File: src/rtl/difficulty_gate_if.sv
// Hash stream between the SHA-256 core (master) and difficulty_gate (slave).
interface difficulty_gate_if #(
    parameter int NONCE_WIDTH = 32
);
    logic                   hash_valid;
    logic                   hash_ready;
    logic [15:0]            hash_msw;
    logic [NONCE_WIDTH-1:0] hash_nonce;

    modport master (output hash_valid, hash_msw, hash_nonce, input hash_ready);
    modport slave  (input hash_valid, hash_msw, hash_nonce, output hash_ready);
endinterface

File: src/rtl/difficulty_gate.sv
// Tests each hash's top 16 bits against a leading-zero mask fetched from difficulty_map,
// holds the first winning nonce until acknowledged, and counts checked hashes.
module difficulty_gate #(
    parameter int NONCE_WIDTH = 32,
    parameter int CNT_WIDTH   = 16
) (
    input  logic                   clk,
    input  logic                   reset,
    input  logic [3:0]             cfg_difficulty,
    input  logic                   cfg_load,
    output logic                   map_en,
    output logic [3:0]             map_addr,
    input  logic [15:0]            map_difficulty,
    difficulty_gate_if.slave       hash,
    output logic                   hit,
    output logic [NONCE_WIDTH-1:0] hit_nonce,
    input  logic                   hit_ack,
    output logic [CNT_WIDTH-1:0]   checked_count
);

    typedef enum logic [2:0] {IDLE, FETCH, CAPTURE, ARMED, HIT} state_t;

    state_t      state, state_nx;
    logic [15:0] mask;
    logic        ready;
    logic        xfer;
    logic        win;

    assign win = ((hash.hash_msw & mask) == 16'h0000);
    assign hit = (state == HIT);

    always_comb begin
        state_nx = state;
        map_en   = 1'b0;
        ready    = 1'b0;
        case (state)
            IDLE:    state_nx = IDLE;
            FETCH: begin
                map_en   = 1'b1;
                state_nx = CAPTURE;
            end
            CAPTURE: state_nx = ARMED;
            ARMED: begin
                ready = 1'b1;
                if (hash.hash_valid && win) state_nx = HIT;
            end
            HIT:     if (hit_ack) state_nx = ARMED;
            default: state_nx = IDLE;
        endcase
        // A reload overrides any same-cycle transfer or acknowledge.
        if (cfg_load) state_nx = FETCH;
        xfer            = ready && hash.hash_valid && !cfg_load;
        hash.hash_ready = ready;
    end

    always_ff @(posedge clk) begin
        if (reset) begin
            state         <= IDLE;
            mask          <= '0;
            map_addr      <= '0;
            hit_nonce     <= '0;
            checked_count <= '0;
        end else begin
            state <= state_nx;
            if (cfg_load) begin
                map_addr      <= cfg_difficulty;
                checked_count <= '0;
            end else begin
                if (state == CAPTURE) mask <= map_difficulty;
                if (xfer) begin
                    if (checked_count != '1) checked_count <= checked_count + CNT_WIDTH'(1);
                    if (win) hit_nonce <= hash.hash_nonce;
                end
            end
        end
    end

endmodule
File: src/flat_wrapper.sv
// flat-port wrapper written by rule: the top's interface ports become plain ports
module difficulty_gate_flat 
#(
    parameter int NONCE_WIDTH = 32,
    parameter int CNT_WIDTH   = 16
)
  (clk, reset, cfg_difficulty, cfg_load, map_en, map_addr, map_difficulty, hit, hit_nonce, hit_ack, checked_count, hash_hash_valid, hash_hash_msw, hash_hash_nonce, hash_hash_ready);
  difficulty_gate_if #(.NONCE_WIDTH(NONCE_WIDTH)) hash_i ();
  input  logic clk;
  input  logic reset;
  input  logic [3:0] cfg_difficulty;
  input  logic cfg_load;
  output logic map_en;
  output logic [3:0] map_addr;
  input  logic [15:0] map_difficulty;
  output logic hit;
  output logic [NONCE_WIDTH-1:0] hit_nonce;
  input  logic hit_ack;
  output logic [CNT_WIDTH-1:0] checked_count;
  input wire logic [$bits(hash_i.hash_valid)-1:0] hash_hash_valid;
  input wire logic [$bits(hash_i.hash_msw)-1:0] hash_hash_msw;
  input wire logic [$bits(hash_i.hash_nonce)-1:0] hash_hash_nonce;
  output wire logic [$bits(hash_i.hash_ready)-1:0] hash_hash_ready;
  assign hash_i.hash_valid = hash_hash_valid;
  assign hash_i.hash_msw = hash_hash_msw;
  assign hash_i.hash_nonce = hash_hash_nonce;
  assign hash_hash_ready = hash_i.hash_ready;
  difficulty_gate #(.NONCE_WIDTH(NONCE_WIDTH), .CNT_WIDTH(CNT_WIDTH)) u_core (.clk(clk), .reset(reset), .cfg_difficulty(cfg_difficulty), .cfg_load(cfg_load), .map_en(map_en), .map_addr(map_addr), .map_difficulty(map_difficulty), .hash(hash_i), .hit(hit), .hit_nonce(hit_nonce), .hit_ack(hit_ack), .checked_count(checked_count));
endmodule
File: config.mk
export PLATFORM = sky130hd
export DESIGN_NAME = difficulty_gate_flat
export DESIGN_NICKNAME = d
export VERILOG_FILES = /design/src/rtl/difficulty_gate_if.sv /design/src/rtl/difficulty_gate.sv /design/src/flat_wrapper.sv
export SDC_FILE = /design/constraint.sdc
export NUM_CORES = 1
export LEC_CHECK = 0
export ABC_AREA = 1
export BUFFER_PORTS_ARGS = -buffer_cell sky130_fd_sc_hd__buf_4
export CORE_MARGIN = 3
export CORE_UTILIZATION = 40
export DETAILED_ROUTE_END_ITERATION = 8
export PLACE_DENSITY = 0.68
export RECOVER_POWER = 25
export SLEW_MARGIN = 0
export SYNTH_ARGS = -nofsm -noshare
export SYNTH_HDL_FRONTEND = slang
export SYNTH_SLANG_ARGS = --single-unit
File: constraint.sdc
create_clock -name clk -period 4.1 [get_ports clk]
set_clock_uncertainty 0.1 [all_clocks]
set_input_delay 1.025 -clock clk [delete_from_list [all_inputs] [get_ports clk]]
set_output_delay 1.025 -clock clk [all_outputs]
set_load 0.05 [all_outputs]
# After elaboration in Yosys (flattened, before gate mapping)
# Cells that the tools add are included.
# totals
out_inout_bits	55
word_cells	35
register_bits	71
in_bits	73
# op_classes
reduce_logical	11
mux	6
addsub	1
n_bitwise	2
n_eq_ne	9
# ops
operator	count
$add A16 B1 Y16 const B	1
$and A16 B16 Y16	1
$logic_not A16 Y1	1
$ne A16 B16 Y1 const B	1
$pmux W3 S4	1
$reduce_and A2 Y1	4
$eq A3 B2 Y1 const B	2
$mux W3	2
$ne A3 B2 Y1 const B	2
$ne A2 B1 Y1 const B	2
$eq A3 B1 Y1 const B	1
$eq A3 B3 Y1 const B	1
$logic_and A1 B1 Y1	3
$mux W1	3
$reduce_and A3 Y1	1
$reduce_or A2 Y1	1
$logic_not A1 Y1	1
$not A1 Y1	1

# Depth between registers and ports, before layout
# Gate-level depths: netlist (run 1).
# depth
word_depth	6
depth_mapped	10
mapped_depth_nobuf	9

# Worst setup path after synthesis (run 1)
# No wires, ideal clock.
# synth_path
path_kind	register to output
startpoint	register u_core.state[2]
endpoint	output map_en
path_buffers	0
t_required_ns	2.975
setup_slack_ns	1.863
t_arrival_ns	1.112
stages_incl_launch_ff	4
cell_sequence	dfxtp_1 inv_1 nand2_1 nor2_1
# synth_between
elab_chain_cells	2
# synth_lines
item	line_no	text
start: declaration	difficulty_gate.sv:23	state_t state, state_nx;
start signal: assignment	difficulty_gate.sv:64	state <= state_nx;
$eq A3 B1 Y1	difficulty_gate.sv:36	case (state)
$mux W1	difficulty_gate.sv:36	
end: declaration	flat_wrapper.sv:13	output logic map_en;
# Every way passes these cells.

# Worst setup path after layout (run 1)
# layout_path
startpoint	input hash_hash_valid
endpoint	register u_core.hit_nonce[8]
# layout_between
elab_chain_cells	3
# layout_lines
item	line_no	text
start: declaration	flat_wrapper.sv:20	input wire logic [$bits(hash_i.hash_valid)-1:0] hash_hash_valid;
$logic_and A1 B1 Y1 (2 in series)	difficulty_gate.sv:52	xfer = ready && hash.hash_valid && !cfg_load;
$reduce_and A3 Y1 (no line)	n/a	
end signal: assignment	difficulty_gate.sv:72	if (win) hit_nonce <= hash.hash_nonce;
end: declaration	difficulty_gate.sv:16	output logic [NONCE_WIDTH-1:0] hit_nonce,
# Every way passes these cells.
# A chain may end at the register's enable or synchronous reset.

==> flow_summary.json, run 1 <==
{
  "status": "finished with violations",
  "violations": "capacitance limit, slew limit",
  "p_total_mw": 1.53,
  "grt_usage_pct": 18.9,
  "hold_class": "register to register",
  "htreeDepth": 3,
  "cts_made_buffers": 9,
  "yosysMostFrequentCell": "nand2_1",
  "vias_per_cell": 4.99,
  "crit_fanout": 33,
  "pre_cts_slack_ns": 1.40,
  "drtPass1Iterations": 4,
  "grt_pass1_wl_um": 15600,
  "n_antenna_cell": 0,
  "cts.sinks": 71,
  "placed_cell_area_um2": 4540,
  "synthArstFlopShare_pct": 0,
  "area_growth_pct": 32.1,
  "synth_area_leaders": "dfxtp_1 40%, nand2_1 12%, nor2_1 7.9%",
  "switchingPower_mw": 0.378,
  "period_share_pct": 76.4,
  "switching_share_pct": 24.7,
  "port_buffers": 127,
  "max_stage_delay_ns": 1.11,
  "final-instance-count-excl-fill": 752,
  "yosysUniqueCellTypes": 29,
  "p_leak_nw": 2.23,
  "routed_wl_um": 9950,
  "layout_setup_ws_ns": 0.967,
  "clock_power_share_pct": 41.3,
  "cp_common_cell": "a21oi_1",
  "setup_viol": 0,
  "syn-num-nets": 602,
  "period_minus_slack_ns": 3.13,
  "synth_top_area_share_pct": 39.7,
  "cp-start-kind": "input pin",
  "cts-root-buf": "clkbuf_8",
  "cp_slowest_cell": "clkbuf_1",
  "synth_seq_area_share_pct": 39.7,
  "fp-row-count": 33,
  "crit_chain": "clkbuf_1, inv_2, a21oi_1, nand2_1, nor2_2, buf_4, a21oi_1, nor2_1",
  "max_slew_margin_pct": -19.0,
  "drt_iter0_drc": 219,
  "placed_cells": 736,
  "ctsHoldBuffers": 0,
  "seqPwrFrac_pct": 46.1,
  "antenna_found_initial": 0,
  "cts_buffer_depth": 2,
  "synth.avg_cell_area_um2": 6.77,
  "yosysWarningCount": 0,
  "critical_path_buf_inv_count": 3,
  "fp.dieH_um": 101,
  "synth-edff-count": 0,
  "final_util_pct": 55.8,
  "hpwl_um": 7290,
  "core_area_um2": 8460,
  "ctsResizeCount": 0,
  "drcViolationCount": 0,
  "slew_viol_final": 78,
  "endpoint_kind": "register",
  "crit_required_ns": 4.26,
  "synth_area_um2": 3580,
  "cap_violations": 2,
  "wl_met2_um": 4550,
  "clkTransAtPathRegs_ns": 0.07,
  "clock_latency_ns": 0.33,
  "grt_max_degree": 44,
  "critPathKind": "input pin to register",
  "ys_ff_latch": 71,
  "irDropWorstVdd_v": 0.000197,
  "drt-met1-wl_um": 4620,
  "crit_family": "buffers and inverters",
  "yosys-top-cells-count": "112 x nand2_1, 75 x nor2_1, 72 x inv_1",
  "synthFlopType": "dfxtp_1",
  "power.density_nw_per_um2": 324,
  "netlist_instances": 528,
  "wl_per_cell_um": 13.2,
  "setup_tns_ns": 0,
  "cts_setup_buffers": 0,
  "grt_pass1_vias": 3430,
  "cts_tree": "built",
  "nNetsFinal": 716,
  "hold_viol": 0,
  "routabilityCongestion": 0.902,
  "worstPathArrival_ns": 3.29,
  "fin_area_um2": 4720,
  "synth_top_area_cell": "dfxtp_1",
  "die_area_um2": 10100,
  "fill_cells": 816,
  "fp.dieW_um": 101,
  "grt-ovfl-total": 0,
  "pwr-share-comb_pct": 12.6,
  "rsz0062_at_grt": "false",
  "met3WireLength_um": 601,
  "dr.max_layer_used": "met4",
  "drive_gt1_share_pct": 25.5,
  "vias": 3756,
  "fmax_mhz": 319,
  "io_pins": 128,
  "timing.hold.ws_ns": 0.349,
  "start_util_pct": 42.2,
  "tightest_slew_ns": 1.78,
  "postRouteAntennaNets": 0,
  "p_int_mw": 1.15
}
## worst min-delay path: cells and delay by family, from the launching register on
kind                   cells  cell delay [ns]
AO/OA/AOI/OAI              1             0.05
buffers and inverters      1             0.05
flip-flops                 1             0.31
## final timing paths
check,endpoint,slack (ns),cells after the start,from
min,u_core.mask[0],0.35,2,u_core.mask[0]
max reg2reg,u_core.hit_nonce[14],1.94,6,u_core.state[1]
max,u_core.hit_nonce[8],0.97,8,hash_hash_valid
min reg2reg,u_core.mask[0],0.35,2,u_core.mask[0]
## state kept, by name, indices dropped and copies added (netlist names)
register	flops
u_core.hit_nonce	32
u_core.checked_count	16
u_core.mask	16
u_core.map_addr	4
u_core.state	3
## area by class of cell
| cell class | instances | area, µm² | area share [%] |
|---|---|---|---|
| clock buffer | 11 | 151 | 3.20 |
| multi-input combinational | 353 | 1710 | 36.3 |
| tap | 105 | 131 | 2.78 |
| timing repair buffer | 132 | 942 | 19.9 |
| clock inverter | 5 | 80.1 | 1.69 |
| inverter | 75 | 284 | 6.01 |
| sequential | 71 | 1420 | 30.1 |
## power groups by stage
stage	registers, mW	logic [mW]	clock network (mW)
after floorplan	0.736	0.0945	0
after global placement	0.721	0.191	0
after detailed placement	0.721	0.193	0
after CTS	0.705	0.193	0.646
after global routing	0.706	0.209	0.675
final	0.705	0.193	0.631
## layout by cell type (no fill, tap or decap), types with 3 or more instances in the layout
cell type  netlist  routed
buf_4            5     119
nand2_1        112     112
nor2_1          75      73
inv_1           72      72
dfxtp_1         71      71
a21oi_1         56      56
nand4_1         40      40
o21ai_0         23      23
clkbuf_1         6      13
clkbuf_8         0      11
nand2_2         10      10
nand3_1          9       9
a21oi_2          9       9
xnor2_1          5       5
xor2_1           4       4
nor2_2           2       3
## metal layers
| metal | up-vias | track usage (%) |
|---|---|---|
| met1 | 1700 | 25.2 |
| li1 | 1909 | - |
| met2 | 127 | 30.8 |
| met5 | - | 0 |
| met4 | 0 | 7.15 |
| met3 | 20 | 2.98 |
## cells by family (layout without fill, tap and decap cells)
| logic type | Yosys count | count (layout) | synth area share [%] |
|---|---|---|---|
| xor+xnor | 9 | 9 | 2.20 |
| flops | 71 | 71 | 39.7 |
| simple gates | 254 | 254 | 31.6 |
| fa+ha+maj | 1 | 1 | 0.350 |
| buf+inv | 104 | 223 | 12.6 |
| compound gates | 89 | 89 | 13.5 |
Note: power is estimated with default switching activity, not from simulation.
==> inputs of run 2 (changes only) <==
--- a/config.mk
+++ b/config.mk
@@ -5,7 +5,7 @@
 export SDC_FILE = /design/constraint.sdc
 export NUM_CORES = 1
 export LEC_CHECK = 0
-export ABC_AREA = 1
+export ABC_AREA = 0
 export BUFFER_PORTS_ARGS = -buffer_cell sky130_fd_sc_hd__buf_4
 export CORE_MARGIN = 3
 export CORE_UTILIZATION = 40
==> constraint.sdc (replaced) <==
create_clock -name clk -period 3.1 [get_ports clk]
set_clock_uncertainty 0.1 [all_clocks]
set_input_delay 0.775 -clock clk [delete_from_list [all_inputs] [get_ports clk]]
set_output_delay 0.775 -clock clk [all_outputs]
set_load 0.05 [all_outputs]
==> run 2 against run 1 <==
Net effect: the run now ends clean; power increased by 23%; non-clock buffer count decreased by 1; sequential power increased by 31%; flip-flop and latch count unchanged.
==> flow_summary.json, run 2 <==
{
  "drtPass1Iterations": 4,
  "synth_seq_area_share_pct": 42.8,
  "cts_setup_buffers": 0,
  "fmax_mhz": 397,
  "rrSetupSlack_ns": 0.84,
  "htreeDepth": 3,
  "port_buffers": 127,
  "cts.sinks": 71,
  "hold_viol": 0,
  "critPathKind": "input pin to register",
  "cts_made_buffers": 9,
  "wl_per_cell_um": 14.3,
  "yosys-top-cells-count": "71 x dfxtp_1, 65 x nand2b_1, 60 x nand2_1",
  "fp-row-count": 32,
  "cp-start-kind": "input pin",
  "yosysUniqueCellTypes": 42,
  "synthArstFlopShare_pct": 0,
  "routed_wl_um": 8600,
  "synthFlopType": "dfxtp_1",
  "cp_slowest_cell": "or2_2",
  "synth_area_um2": 3320,
  "worstReg2RegStart": "u_core.checked_count[0]",
  "grt_max_degree": 92,
  "grt_usage_pct": 18.0,
  "ctsResizeCount": 0,
  "irDropWorstVdd_v": 0.000235,
  "vias_per_cell": 5.09,
  "yosysWarningCount": 0,
  "synth-edff-count": 0,
  "crit_start": "reset",
  "fill_cells": 773,
  "yosysMostFrequentCell": "dfxtp_1",
  "layout_setup_ws_ns": 0.579,
  "synth_top_area_share_pct": 42.8,
  "cts-root-buf": "clkbuf_8",
  "power.density_nw_per_um2": 416,
  "endpoint": "u_core.checked_count[2]",
  "start_util_pct": 42.1,
  "area_growth_pct": 35.4,
  "period_share_pct": 81.3,
  "netlist_instances": 376,
  "n_antenna_cell": 0,
  "tightest_slew_ns": 1.40,
  "clock_latency_ns": 0.35,
  "ctsHoldBuffers": 0,
  "slew_viol_final": 0,
  "mostFrequentLayoutCell": "buf_4",
  "drive_gt1_share_pct": 28.6,
  "max_slew_margin_pct": 6.80,
  "crit_chain": "clkbuf_2, or2_2, a2111o_1, o21ai_0",
  "crit_required_ns": 3.28,
  "r2r-end": "u_core.checked_count[0]",
  "vias": 3065,
  "nNetsFinal": 569,
  "io_pins": 128,
  "synth_area_leaders": "dfxtp_1 43%, nand2b_1 12%, mux2i_1 12%",
  "final_util_pct": 57.0,
  "crit_fanout": 91,
  "largest_reg_flops": 32,
  "cts_tree": "built",
  "status": "finished clean",
  "fp.dieW_um": 97.1,
  "ys_ff_latch": 71,
  "cts_buffer_depth": 2,
  "drt_iter0_drc": 110,
  "grt_pass1_vias": 2980,
  "fp.dieH_um": 97.1,
  "pwr-share-comb_pct": 9.4,
  "worstPathArrival_ns": 2.70,
  "max_stage_delay_ns": 0.72,
  "drcViolationCount": 0,
  "core_area_um2": 7890,
  "synth_top_area_cell": "dfxtp_1",
  "p_int_mw": 1.43,
  "period_minus_slack_ns": 2.52,
  "grt_pass1_wl_um": 14100,
  "pre_cts_slack_ns": 0.586,
  "p_leak_nw": 1.78,
  "hpwl_um": 6150,
  "cap_violations": 0,
  "syn-num-nets": 450,
  "die_area_um2": 9430,
  "final_cell_mix": "117 x buf_4, 71 x dfxtp_1, 65 x nand2b_1",
  "synth.avg_cell_area_um2": 8.83,
  "postRouteAntennaNets": 0,
  "antenna_found_initial": 0,
  "hold_class": "register to register",
  "setup_tns_ns": 0,
  "switching_share_pct": 23.5,
  "reg2reg_depth": 5,
  "clkTransAtPathRegs_ns": 0.08,
  "grt-ovfl-total": 0,
  "top_register": "u_core.hit_nonce",
  "reg_top3": "u_core.hit_nonce (32), u_core.checked_count (16), u_core.mask (16)",
  "endpoint_kind": "register",
  "clock_power_share_pct": 41.1,
  "setup_viol": 0,
  "routabilityCongestion": 0.822,
  "seqPwrFrac_pct": 49.5,
  "rsz0062_at_grt": "false",
  "switchingPower_mw": 0.440
}
[run 2: cell types whose count changed after synthesis, sizes merged, moves of 11 or more]
cell and delta:
mux2i +40, o21ai -18, a21oi -38, clkbuf +11, nand4 -29, nand2 -63, buf -17, nand2b +66
nor2 -65, inv -74
[run 2: critical path, delay by kind of cell]
family,cells,cell delay [ns]
AOI/OAI and AO/OA,2,0.44
buffers and inverters,1,0.71
and+or+nand+nor,1,0.72
[run 2: logic make-up after synthesis]
logic type,Yosys count,synth area share [%]
simple gates,188,31.5
flops,71,42.8
compound gates,53,10.1
mux,40,12.1
buf+inv,23,3.24
fa+ha+maj,1,0.377
[run 2: worst min path at each step]
stage,start,endpoint,slack [ns],cells after the start
after floorplan,u_core.mask[0],u_core.mask[0],0.34,2
after global placement,u_core.mask[11],u_core.mask[11],0.34,2
after global routing,u_core.mask[10],u_core.mask[10],0.38,2
after CTS,u_core.mask[11],u_core.mask[11],0.36,2
after detailed placement,u_core.mask[14],u_core.mask[14],0.35,2
final,u_core.mask[11],u_core.mask[11],0.36,2
[run 2: layout make-up]
type | instances | area [µm²] | area share [%]
multi-input combinational | 282 | 1790 | 39.8
timing repair buffer | 131 | 948 | 21.1
clock buffer | 12 | 155 | 3.45
clock inverter | 4 | 53.8 | 1.20
sequential | 71 | 1420 | 31.6
tap | 102 | 128 | 2.84
[run 2: power groups by stage]
stage	sequential, mW	clock, mW	combinational [mW]
3_3_place_gp	0.948	0	0.175
2_1_floorplan	0.961	0	0.0711
6_report	0.927	0.770	0.176
4_1_cts	0.927	0.791	0.178
3_5_place_dp	0.949	0	0.177
5_1_grt	0.929	0.844	0.192
[run 2: metrics by stage]
stage	cell area, µm²	std cells	hold slack, ns	total power [mW]
after floorplan	3320	376	0.336	1.03
after global placement	4340	586	0.343	1.12
after detailed placement	4340	586	0.350	1.13
after CTS	4550	602	0.361	1.90
after global routing	4500	602	0.377	1.96
final	4500	602	0.358	1.87
[run 2: routing by layer]
metal | global-route usage (%) | vias to the layer above | wire (µm)
met1 | 21.9 | 1407 | 3720
met3 | 7.18 | 10 | 647
met4 | 6.05 | 0 | 146
met5 | 0 | - | 0
met2 | 29.1 | 100 | 4090
li1 | - | 1548 | -
